### config.mk
export PLATFORM = sky130hd
export DESIGN_NAME = mac_dot_seq_flat
export DESIGN_NICKNAME = d
export VERILOG_FILES = /design/src/rtl/mac_dot_seq_if.sv /design/src/rtl/mac_dot_seq.sv /design/src/flat_wrapper.sv
export SDC_FILE = /design/constraint.sdc
export NUM_CORES = 1
export LEC_CHECK = 0
export CAP_MARGIN = 20
export CORE_MARGIN = 8
export CORE_UTILIZATION = 35
export DETAILED_ROUTE_END_ITERATION = 10
export PLACE_DENSITY = 0.71
export SLEW_MARGIN = 20
export SYNTH_ARGS = -nofsm -noshare
export SYNTH_HDL_FRONTEND = slang
export SYNTH_SLANG_ARGS = --single-unit
### constraint.sdc
create_clock -name clk_i -period 3.7 [get_ports clk_i]
set_clock_uncertainty 0.05 [all_clocks]
set_input_delay 0.925 -clock clk_i [delete_from_list [all_inputs] [get_ports clk_i]]
set_output_delay 0.925 -clock clk_i [all_outputs]
set_load 0.01 [all_outputs]
### src/rtl/mac_dot_seq_if.sv
// Operand stream and MAC pipeline issue/return signals for mac_dot_seq.
// Signal names are from the sequencer's point of view; the sequencer connects as slave.
interface mac_dot_seq_if #(
  parameter int unsigned TRANS_ID_BITS = 4
);
  logic                     op_valid_i;
  logic [31:0]              op_a_i;
  logic [31:0]              op_b_i;
  logic                     op_ready_o;
  logic                     mac_valid_o;
  logic [31:0]              mac_a_o;
  logic [31:0]              mac_b_o;
  logic [TRANS_ID_BITS-1:0] mac_trans_id_o;
  logic                     mac_valid_i;
  logic [31:0]              mac_result_i;
  logic [TRANS_ID_BITS-1:0] mac_trans_id_i;

  modport slave (
    input  op_valid_i, op_a_i, op_b_i, mac_valid_i, mac_result_i, mac_trans_id_i,
    output op_ready_o, mac_valid_o, mac_a_o, mac_b_o, mac_trans_id_o
  );

  modport master (
    output op_valid_i, op_a_i, op_b_i, mac_valid_i, mac_result_i, mac_trans_id_i,
    input  op_ready_o, mac_valid_o, mac_a_o, mac_b_o, mac_trans_id_o
  );
endinterface

### src/rtl/mac_dot_seq.sv
// Dot-product job sequencer: issues operand pairs to an external MAC pipeline and
// accumulates the tagged partial sums it returns into one 32-bit result per job.
module mac_dot_seq #(
  parameter int unsigned LEN_W         = 8,
  parameter int unsigned TRANS_ID_BITS = 4
) (
  input  logic                     clk_i,
  input  logic                     rst_i,
  input  logic                     flush_i,
  input  logic                     start_i,
  input  logic [LEN_W-1:0]         len_i,
  input  logic [TRANS_ID_BITS-1:0] trans_id_i,
  output logic                     busy_o,
  output logic                     done_o,
  output logic [31:0]              result_o,
  output logic [TRANS_ID_BITS-1:0] trans_id_o,
  output logic                     stray_o,
  mac_dot_seq_if.slave             bus
);

  typedef enum logic [1:0] {StIdle, StRun, StDrain, StDone} state_e;

  state_e                   state_q, state_d;
  logic [LEN_W-1:0]         len_q, len_d;
  logic [TRANS_ID_BITS-1:0] tag_q, tag_d;
  logic [31:0]              acc_q, acc_d;
  logic [LEN_W-1:0]         iss_q, iss_d;
  logic [LEN_W-1:0]         ret_q, ret_d;
  logic [31:0]              result_q;
  logic [TRANS_ID_BITS-1:0] trans_q;
  logic                     stray_q;

  logic op_ready;
  logic issue;
  logic accept;

  assign op_ready = (state_q == StRun);
  assign issue    = bus.op_valid_i & op_ready;
  assign accept   = bus.mac_valid_i & ((state_q == StRun) | (state_q == StDrain)) &
                    (bus.mac_trans_id_i == tag_q);

  assign bus.op_ready_o     = op_ready;
  assign bus.mac_valid_o    = issue & ~flush_i;
  assign bus.mac_a_o        = bus.op_a_i;
  assign bus.mac_b_o        = bus.op_b_i;
  assign bus.mac_trans_id_o = tag_q;

  assign busy_o     = (state_q != StIdle);
  assign done_o     = (state_q == StDone);
  assign result_o   = result_q;
  assign trans_id_o = trans_q;
  assign stray_o    = stray_q;

  always_comb begin
    state_d = state_q;
    len_d   = len_q;
    tag_d   = tag_q;
    acc_d   = acc_q;
    iss_d   = iss_q;
    ret_d   = ret_q;

    if (accept) begin
      acc_d = acc_q + bus.mac_result_i;
      ret_d = ret_q + LEN_W'(1);
    end
    if (issue) begin
      iss_d = iss_q + LEN_W'(1);
    end

    unique case (state_q)
      StIdle: begin
        if (start_i && !flush_i) begin
          len_d   = len_i;
          tag_d   = trans_id_i;
          acc_d   = '0;
          iss_d   = '0;
          ret_d   = '0;
          state_d = (len_i != '0) ? StRun : StDone;
        end
      end
      StRun: begin
        // Last issue may coincide with last return; skip DRAIN in that case.
        if (issue && (iss_d == len_q)) begin
          state_d = (ret_d == len_q) ? StDone : StDrain;
        end
      end
      StDrain: begin
        if (ret_d == len_q) begin
          state_d = StDone;
        end
      end
      StDone: begin
        state_d = StIdle;
      end
      default: begin
        state_d = StIdle;
      end
    endcase

    if (flush_i) begin
      state_d = StIdle;
      acc_d   = '0;
      iss_d   = '0;
      ret_d   = '0;
    end
  end

  always_ff @(posedge clk_i or negedge rst_i) begin
    if (!rst_i) begin
      state_q  <= StIdle;
      len_q    <= '0;
      tag_q    <= '0;
      acc_q    <= '0;
      iss_q    <= '0;
      ret_q    <= '0;
      result_q <= '0;
      trans_q  <= '0;
      stray_q  <= 1'b0;
    end else begin
      state_q <= state_d;
      len_q   <= len_d;
      tag_q   <= tag_d;
      acc_q   <= acc_d;
      iss_q   <= iss_d;
      ret_q   <= ret_d;
      stray_q <= bus.mac_valid_i & ~accept;
      // Result registers load on entry to DONE and hold until the next job completes.
      if (state_d == StDone) begin
        result_q <= acc_d;
        trans_q  <= tag_d;
      end
    end
  end

endmodule
### src/flat_wrapper.sv
// flat-port wrapper written by rule: the top's interface ports become plain ports
module mac_dot_seq_flat 
#(
  parameter int unsigned LEN_W         = 8,
  parameter int unsigned TRANS_ID_BITS = 4
)
  (clk_i, rst_i, flush_i, start_i, len_i, trans_id_i, busy_o, done_o, result_o, trans_id_o, stray_o, bus_op_valid_i, bus_op_a_i, bus_op_b_i, bus_mac_valid_i, bus_mac_result_i, bus_mac_trans_id_i, bus_op_ready_o, bus_mac_valid_o, bus_mac_a_o, bus_mac_b_o, bus_mac_trans_id_o);
  mac_dot_seq_if #(.TRANS_ID_BITS(TRANS_ID_BITS)) bus_i ();
  input  logic clk_i;
  input  logic rst_i;
  input  logic flush_i;
  input  logic start_i;
  input  logic [LEN_W-1:0] len_i;
  input  logic [TRANS_ID_BITS-1:0] trans_id_i;
  output logic busy_o;
  output logic done_o;
  output logic [31:0] result_o;
  output logic [TRANS_ID_BITS-1:0] trans_id_o;
  output logic stray_o;
  input wire logic [$bits(bus_i.op_valid_i)-1:0] bus_op_valid_i;
  input wire logic [$bits(bus_i.op_a_i)-1:0] bus_op_a_i;
  input wire logic [$bits(bus_i.op_b_i)-1:0] bus_op_b_i;
  input wire logic [$bits(bus_i.mac_valid_i)-1:0] bus_mac_valid_i;
  input wire logic [$bits(bus_i.mac_result_i)-1:0] bus_mac_result_i;
  input wire logic [$bits(bus_i.mac_trans_id_i)-1:0] bus_mac_trans_id_i;
  output wire logic [$bits(bus_i.op_ready_o)-1:0] bus_op_ready_o;
  output wire logic [$bits(bus_i.mac_valid_o)-1:0] bus_mac_valid_o;
  output wire logic [$bits(bus_i.mac_a_o)-1:0] bus_mac_a_o;
  output wire logic [$bits(bus_i.mac_b_o)-1:0] bus_mac_b_o;
  output wire logic [$bits(bus_i.mac_trans_id_o)-1:0] bus_mac_trans_id_o;
  assign bus_i.op_valid_i = bus_op_valid_i;
  assign bus_i.op_a_i = bus_op_a_i;
  assign bus_i.op_b_i = bus_op_b_i;
  assign bus_i.mac_valid_i = bus_mac_valid_i;
  assign bus_i.mac_result_i = bus_mac_result_i;
  assign bus_i.mac_trans_id_i = bus_mac_trans_id_i;
  assign bus_op_ready_o = bus_i.op_ready_o;
  assign bus_mac_valid_o = bus_i.mac_valid_o;
  assign bus_mac_a_o = bus_i.mac_a_o;
  assign bus_mac_b_o = bus_i.mac_b_o;
  assign bus_mac_trans_id_o = bus_i.mac_trans_id_o;
  mac_dot_seq #(.LEN_W(LEN_W), .TRANS_ID_BITS(TRANS_ID_BITS)) u_core (.clk_i(clk_i), .rst_i(rst_i), .flush_i(flush_i), .start_i(start_i), .len_i(len_i), .trans_id_i(trans_id_i), .busy_o(busy_o), .done_o(done_o), .result_o(result_o), .trans_id_o(trans_id_o), .stray_o(stray_o), .bus(bus_i));
endmodule
* After elaboration in Yosys (flattened, before gate mapping)
Index checks and enable logic that the tools add are counted.
** Operators by class
- Bitwise logic cells :: 8
- Multiplexer cells :: 21
- Equality and inequality tests :: 7
- Add/sub/neg operators :: 3
- Reductions and logical operators :: 7
** Operator list (number)
- $mux W32 :: 4
- $mux W8 :: 8
- $add A32 B32 Y32 :: 1
- $add A8 B1 Y8 const B :: 2
- $eq A8 B8 Y1 :: 2
- $mux W2 :: 5
- $mux W4 :: 2
- $pmux W2 S4 :: 1
- $reduce_bool A8 Y1 :: 1
- $eq A2 B2 Y1 const B :: 3
- $and A1 B1 Y1 :: 5
- $eq A4 B4 Y1 :: 1
- $eq A2 B1 Y1 const B :: 1
- $logic_and A1 B1 Y1 :: 2
- $logic_not A2 Y1 :: 1
- $not A1 Y1 :: 2
- $reduce_and A2 Y1 :: 1
- $reduce_bool A2 Y1 :: 1
- $logic_not A1 Y1 :: 1
- $mux W1 :: 1
- $or A1 B1 Y1 :: 1
** Word-level totals
- Input port bits :: 118
- Output and inout bits :: 109
- Register bits :: 99

* Depth between registers and ports, before layout
Gate-level depths: netlist of the first run.
- Word-level depth :: 11
- Depth in mapped cells :: 14
- Depth with buffers taken out :: 13

* Least setup slack after synthesis of the first run
No wires, ideal clock.
- Path type :: input -> register
- Start point :: in bus_mac_result_i[0]
- End point :: reg u_core.result_q[30], in the netlist u_core.result_o[30]
- Cell stages on the path :: 13
- Library setup time :: 137 ps
- Path buffers :: 0
- Path slack :: 198 ps
- Data arrival time :: 3315 ps
- Cell sequence :: ha_1 > inv_1 > fa_1 > nand2b_1 > a21oi_1 > nor4b_1 > o21ai_1 > a211oi_1 > o31ai_1 > a41o_1 > a211oi_1 > o311ai_1 > a21oi_1
** Between the ends
- Cells in the longest elaborated chain, start to end :: 5
** Ends and longest elaborated chain
- start, declared :: RTL line flat_wrapper.sv:24 : input wire logic [$bits(bus_i.mac_result_i)-1:0] bus_mac_result_i;
- $add A32 B32 Y32 (*) :: RTL line mac_dot_seq.sv:63 : acc_d = acc_q + bus.mac_result_i;
- $mux W32 (*) :: RTL line mac_dot_seq.sv:62 : if (accept) begin
- $mux W32 :: RTL line mac_dot_seq.sv:72 : if (start_i && !flush_i) begin
- $mux W32 (*) :: RTL line mac_dot_seq.sv:70 : unique case (state_q)
- $mux W32 (*) :: RTL line mac_dot_seq.sv:100 : if (flush_i) begin
- end signal, assigned :: RTL line mac_dot_seq.sv:116 : result_q <= '0;
- end signal, assigned :: RTL line mac_dot_seq.sv:129 : result_q <= acc_d;
- end, declared :: RTL line mac_dot_seq.sv:29 : logic [31:0] result_q;
Mark *: on every way between the ends. The rest lies on a longest branch, timed or not.
A chain may end at the register's enable or synchronous reset.

* Final worst setup path of the first run
- Start point :: in bus_mac_valid_i
- End point :: reg u_core.result_q[4], in the netlist u_core.result_o[4]
** Between the ends
- Cells in the longest elaborated chain, start to end :: 9
- Elaborated cells on any way between the ends :: 14
- Those cells by class :: eq/ne: 2; mux: 10; bitwise: 2
** Ends and longest elaborated chain
- start, declared :: RTL line flat_wrapper.sv:23 : input wire logic [$bits(bus_i.mac_valid_i)-1:0] bus_mac_valid_i;
- $and A1 B1 Y1 (*) (2 in a row) :: RTL line mac_dot_seq.sv:39 : assign accept = bus.mac_valid_i & ((state_q == StRun) | (state_q == StDrain)) &
- $mux W8 :: RTL line mac_dot_seq.sv:62
- $eq A8 B8 Y1 :: RTL line mac_dot_seq.sv:84, mac_dot_seq.sv:88
- $mux W1 :: RTL line mac_dot_seq.sv:84 : state_d = (ret_d == len_q) ? StDone : StDrain;
- $mux W2 :: RTL line mac_dot_seq.sv:83 : if (issue && (iss_d == len_q)) begin
- $pmux W2 S4 :: RTL line mac_dot_seq.sv:70
- $mux W2 :: RTL line mac_dot_seq.sv:100
- $eq A2 B2 Y1 :: RTL line mac_dot_seq.sv:128 : if (state_d == StDone) begin
Marked as above.

==> results of run 1 <==
## layer usage
layer  vias to the layer above  global-route usage, %  routed length, um
met5                         -                      0                  0
met4                         0                  7.093                699
met3                        52                  3.299                837
met2                       108                  23.88               8471
met1                      2572                  18.78               8042
li1                       2612                      -                  -
## where the power goes
| group | internal [mW] | switching [mW] | leakage [nW] | total [mW] |
|---|---|---|---|---|
| Combinational | 0.662 | 0.586 | 2.61 | 1.25 |
| Sequential | 1.21 | 0.155 | 1.34 | 1.37 |
| Clock | 0.451 | 0.388 | 0.117 | 0.838 |
| Total | 2.33 | 1.13 | 4.08 | 3.46 |
## stage by stage
step | util, % | total power [mW] | cells | setup WS, ns
6_report | 46.77 | 3.455 | 1049 | 0.03948
5_1_grt | 46.77 | 3.655 | 1049 | -0.04591
4_1_cts | 45.07 | 3.425 | 1041 | 0.01049
3_5_place_dp | 43.52 | 2.561 | 1027 | -0.5542
3_3_place_gp | 43.52 | 2.539 | 1027 | -0.5484
2_1_floorplan | - | 2.082 | 678 | 0.1980
## synth_stat cells, drive strengths merged (8+ instances only)
library cell	instances	area, um^2
dfrtp	99	2477
buf	71	530.5
nand2	64	240.2
a21oi	60	300.3
mux2	45	566.8
nor2	41	156.4
ha	38	475.5
xnor2	32	280.3
o21ai	27	138.9
nand3	26	140.1
a21o	18	135.1
xor2	17	148.9
inv	16	60.06
clkbuf	11	41.29
nor3	11	60.06
nand4	8	65.06
## timing repair
action	in CTS	in global routing
resized for setup	7	46
setup buffers	0	7
hold buffers	0	0
cloned	0	1
pin swaps	4	26
setup endpoints to repair	7	42
## final cells by class
| cell class | instances | share of cell area [%] |
|---|---|---|
| Multi-Input combinational cell | 481 | 43.29 |
| Inverter | 16 | 0.6888 |
| Tap cell | 234 | 3.358 |
| Clock buffer | 14 | 2.798 |
| Sequential cell | 99 | 28.41 |
| Timing Repair Buffer | 205 | 21.45 |
## state kept, by name, summed over array words and instances (netlist names)
signal,count
u_core.acc_q,32
u_core.result_o,32
u_core.iss_q,8
u_core.len_q,8
u_core.ret_q,8
u_core.bus.mac_trans_id_o,4
u_core.trans_id_o,4
u_core.state_q,2
u_core.stray_o,1
## worst paths after layout
kind | to | slack, ns | cells past startpoint
setup / recovery | u_core.result_o[4]$_DFFE_PN0N_ | 0.04 | 10
hold / removal | u_core.result_o[15]$_DFFE_PN0N_ | 0.43 | 2
setup reg to reg | u_core.result_o[4]$_DFFE_PN0N_ | 0.26 | 13
hold reg to reg | u_core.result_o[15]$_DFFE_PN0N_ | 0.43 | 2
max in group asynchronous | u_core.acc_q[4]$_DFF_PN0_ | 2.41 | 2
min in group asynchronous | u_core.iss_q[3]$_DFF_PN0_ | 0.51 | 1
## cells by family (layout without fill, tap and decap cells)
family	Yosys count	count (layout)
flops	99	99
buf+inv	98	235
compound gates	143	143
mux	50	50
xor+xnor	51	51
simple gates	198	198
fa+ha+maj	39	39
## worst max-delay path, stage by stage
cell and delay [ns]:
clkdlybuf4s50_1 0.58, nand4_1 0.29, nor2_2 0.27, xnor2_2 0.12, xnor2_1 0.13, or4_4 0.49
nor4_4 0.35, o21ai_4 0.18, buf_12 0.20, mux2_4 0.30
==> results.yml, run 1 <==
cells_and_area:
  regArea_um2: 2477
  multi_input_area_um2: 3775
  fillCellCount: 1739
  stdcell_area_um2: 8720
  nets: 969
  antennaDiodeCount: 0
  syn2layout_area_growth_pct: 31.86
  drive_above_1_share_pct: 25.77
  layout_common_cells: "102 x buf_4, 99 x dfrtp_1, 90 x clkdlybuf4s50_1"
  layout_commonest_cell: "buf_4"
timing:
  final.min_clock_period_ns: 3.661
  max_freq_mhz: 273.2
  setup_viol: 0
  setup_tns_ns: 0
  period_share_pct: 98.93
  worst_slew_pin_slew_ns: 0.5562
  hold_viol: 0
  final_max_slew_viol_count: 0
  hold_ws_ns: 0.4281
  slew_headroom_pct: 62.92
clock_network:
  clk_latency_ns: 0.35
  clkSinkCount: 99
  root_buffer: "clkbuf_16"
  cts_max_level: 3
  cts_tree: "done"
  cts_inserted_buffers: 9
  ctsLongestPathBuffers: 2
  clk_pin_slew_ns: 0.06
outcome:
  status: "finished, final reports clean"
routing:
  postRouteAntennaNets: 0
  drt-initial-drc-count: 271
  wl_per_cell_um: 17.21
  drt_wl_total_mm: 18.05
  via_per_inst: 5.094
  vias: 5344
  drt-pass1-iter-count: 4
  drc: 0
floorplanning:
  core_um2: 18640
  dieArea_um2: 23550
  ios: 227
  die_y_um: 153.5
  fp.dieW_um: 153.5
  fp-row-count: 50
  start_util_pct: 35.47
setup_path:
  r2r-start: "u_core.state_q[1]$_DFF_PN0_"
  crit_type: "in2reg"
  critPathArrivalTime_ns: 3.84
  required_ns: 3.88
  startpoint_type: "input pin"
  end_kind: "flip-flop"
  startpoint: "bus_mac_valid_i"
  path_max_fanout: 10
logic_synthesis:
  yosysSeqAreaShare_pct: 37.46
  ys_types: 66
  syn-num-nets: 835
  async_flop_share_pct: 100.0
  synth_seq_cells: 99
  synthAdderAreaFrac_pct: 7.493
  netlist_area_um2: 6613
  syn_area_per_cell_um2: 9.753
  synth_edf_count: 0
  yosys_warnings: 0
  yosys.area_share.xor_xnor_pct: 7.171
  synthMuxAreaShare_pct: 9.328
  synthSimpleGateAreaFrac_pct: 15.48
  synth_top_family_by_area: "simple AND/OR/NAND/NOR gates"
  synth_ff_type: "dfrtp_1"
  synth_cells: 678
  synth_compound_area_share_pct: 13.51
global_routing:
  grt_pass1_wl_mm: 28.60
  overflow: 0
  grt_max_degree: 43
  grt_antenna_before_repair: 0
  grt_pass1_vias: 5487
  grtUsageTotal_pct: 14.91
place:
  place_area_um2: 8113
  place_hpwl_mm: 13.34
  port_buffers: 98
  gp_congestion: 0.8455
power_and_ir_drop:
  power.density_nw_per_um2: 396.3
  power_leakage_nw: 4.075
  vdd_drop_max_uv: 302.4
worst_hold_path:
  hp-start: "u_core.result_o[15]$_DFFE_PN0N_"
  hold_class: "reg2reg"
flow_run:
  cap_violations: 0
Power figures use the tool's default switching activity.
==> run 2, diff against run 1 <==
--- a/config.mk
+++ b/config.mk
@@ -6,10 +6,12 @@
 export NUM_CORES = 1
 export LEC_CHECK = 0
 export CAP_MARGIN = 20
+export CELL_PAD_IN_SITES_DETAIL_PLACEMENT = 0
+export CELL_PAD_IN_SITES_GLOBAL_PLACEMENT = 1
 export CORE_MARGIN = 8
 export CORE_UTILIZATION = 35
 export DETAILED_ROUTE_END_ITERATION = 10
-export PLACE_DENSITY = 0.71
+export PLACE_DENSITY = 0.89
 export SLEW_MARGIN = 20
 export SYNTH_ARGS = -nofsm -noshare
 export SYNTH_HDL_FRONTEND = slang
==> results.yml, run 2 (synthesis results as in run 1) <==
global_routing:
  grtUsageTotal_pct: 14.44
  grt_antenna_before_repair: 0
  grt_max_degree: 84
  overflow: 0
  grt_pass1_vias: 5474
  grt_pass1_wl_mm: 27.93
setup_path:
  critPathArrivalTime_ns: 3.80
  worstPathCellList: "clkdlybuf4s50_1 > ha_1 > and3_1 > and2_1 > a31o_2 > a21oi_1 > a21bo_2 > o41ai_2 > buf_4 > o41ai_2 > xnor2_1 > o21ai_1 > mux2_2"
  path_max_fanout: 4
  ff2ff_path_depth: 13
  endpoint: "u_core.result_o[29]$_DFFE_PN0N_"
  cp_num_cells: 13
  crit_buf_inv: 2
  startpoint_type: "input pin"
  critPathMaxStageDelay_ns: 0.43
  startpoint: "bus_mac_result_i[16]"
  timing.rr.end: "u_core.result_o[3]$_DFFE_PN0N_"
  cp_top_family: "compound AO/OA/AOI/OAI gates"
  end_kind: "flip-flop"
  r2r-start: "u_core.state_q[1]$_DFF_PN0_"
  regToRegSetupSlack_ns: 0.34
  required_ns: 3.89
  crit_type: "in2reg"
  crit_path_frequent_cell: "o41ai_2"
  slowest_stage: "clkdlybuf4s50_1"
timing:
  slew_headroom_pct: 48.14
  final.min_clock_period_ns: 3.610
  setup_viol: 0
  worst_slew_pin_slew_ns: 0.7780
  max_freq_mhz: 277.0
  hold_ws_ns: 0.4448
  hold_viol: 0
  period_share_pct: 97.58
  final_max_slew_viol_count: 0
cells_and_area:
  layout_common_cells: "99 x buf_4, 99 x dfrtp_1, 96 x clkdlybuf4s50_1"
  nets: 963
  drive_above_1_share_pct: 25.28
  final_util_pct: 46.09
  antennaDiodeCount: 0
  syn2layout_area_growth_pct: 29.93
  fin_cells: 1045
clock_network:
  root_buffer: "clkbuf_16"
  cts_max_level: 3
  cts_tree: "done"
  clk_pin_slew_ns: 0.07
  cts_inserted_buffers: 9
  ctsLongestPathBuffers: 2
  clk_latency_ns: 0.35
  clkSinkCount: 99
floorplanning:
  core_um2: 18640
  dieArea_um2: 23550
  ios: 227
  start_util_pct: 35.47
  die_y_um: 153.5
  fp-row-count: 50
  fp.dieW_um: 153.5
flow_run:
  cap_violations: 0
worst_hold_path:
  hold_class: "reg2reg"
  hp-start: "u_core.result_o[15]$_DFFE_PN0N_"
routing:
  drt-pass1-iter-count: 4
  via_per_inst: 5.072
  wl_per_cell_um: 16.39
  drt_wl_total_mm: 17.13
  drc: 0
  drt-initial-drc-count: 248
  postRouteAntennaNets: 0
  vias: 5300
power_and_ir_drop:
  p_int_mw: 2.406
  p_clk_share_pct: 28.3
  p_comb_share_pct: 33.4
  vdd_drop_max_uv: 337.2
  power_leakage_nw: 3.986
  power.density_nw_per_um2: 415.0
  switching_power_mw: 1.159
  p_seq_share_pct: 38.3
  swShare_pct: 32.51
  power_mw: 3.566
place:
  gp_congestion: 0.8628
  port_buffers: 98
  place_hpwl_mm: 12.81
  place_inst: 1026
outcome:
  status: "finished, final reports clean"
run 2: layout make-up:
type | count | area (um^2)
fill | 1754 | 10050
clock buffer | 10 | 239.0
timing repair buffer | 199 | 1768
inverter | 16 | 60.06
sequential | 99 | 2477
clock inverter | 6 | 81.33
multi-input combinational | 481 | 3674
tap | 234 | 292.8
run 2: routing by layer:
| metal | up-vias | GRT usage (%) | wire length [um] |
|---|---|---|---|
| met5 | - | 0 | 0 |
| met3 | 40 | 3.580 | 882 |
| met2 | 105 | 22.76 | 7725 |
| met4 | 0 | 6.720 | 465 |
| met1 | 2558 | 18.31 | 8058 |
| li1 | 2597 | - | - |
run 2: how the worst min path moves through the flow:
stage / end / slack, ns / depth (start not counted)
final: u_core.result_o[15]$_DFFE_PN0N_ / 0.44 / 2
after global routing: u_core.trans_id_o[0]$_DFFE_PN0N_ / 0.49 / 1
after CTS: u_core.result_o[15]$_DFFE_PN0N_ / 0.45 / 2
after detailed placement: u_core.result_o[15]$_DFFE_PN0N_ / 0.44 / 2
after global placement: u_core.result_o[15]$_DFFE_PN0N_ / 0.42 / 2
after floorplan: u_core.acc_q[30]$_DFF_PN0_ / 0.44 / 2
run 2: worst register-to-register path, stage by stage, from the launching register on:
cell	delay (ns)
dfrtp_1	0.44
inv_1	0.12
ha_1	0.28
and4_4	0.29
nand4_1	0.12
xor2_1	0.24
xnor2_1	0.12
nor4_2	0.41
nor2_1	0.11
nor4_2	0.29
buf_4	0.17
o21ai_4	0.07
buf_12	0.19
mux2_4	0.34
run 2: power groups by stage:
stage                     Clock (mW)  Sequential, mW  Combinational, mW
after CTS                       1.04            1.37               1.18
after detailed placement           0            1.38               1.17
after global routing            1.08            1.39               1.29
after floorplan                    0            1.37              0.716
after global placement             0            1.38               1.16
final                           1.01            1.37               1.19
run 2: per-stage QoR:
step / setup WS [ns] / setup TNS, ns / area [um^2]
2_1_floorplan: 0.1980 / 0 / 6613
3_3_place_gp: -0.4608 / -11.74 / 8080
3_5_place_dp: -0.4889 / -11.73 / 8080
4_1_cts: 0.01934 / 0 / 8421
5_1_grt: -0.003658 / -0.003720 / 8592
6_report: 0.08971 / 0 / 8592
run 2: repair_timing:
action | 4_1_cts | 5_1_grt
setup buffers | 0 | 3
pin swaps | 3 | 16
hold buffers | 0 | 0
endpoints found under the setup margin | 4 | 38
gates resized for setup | 4 | 29
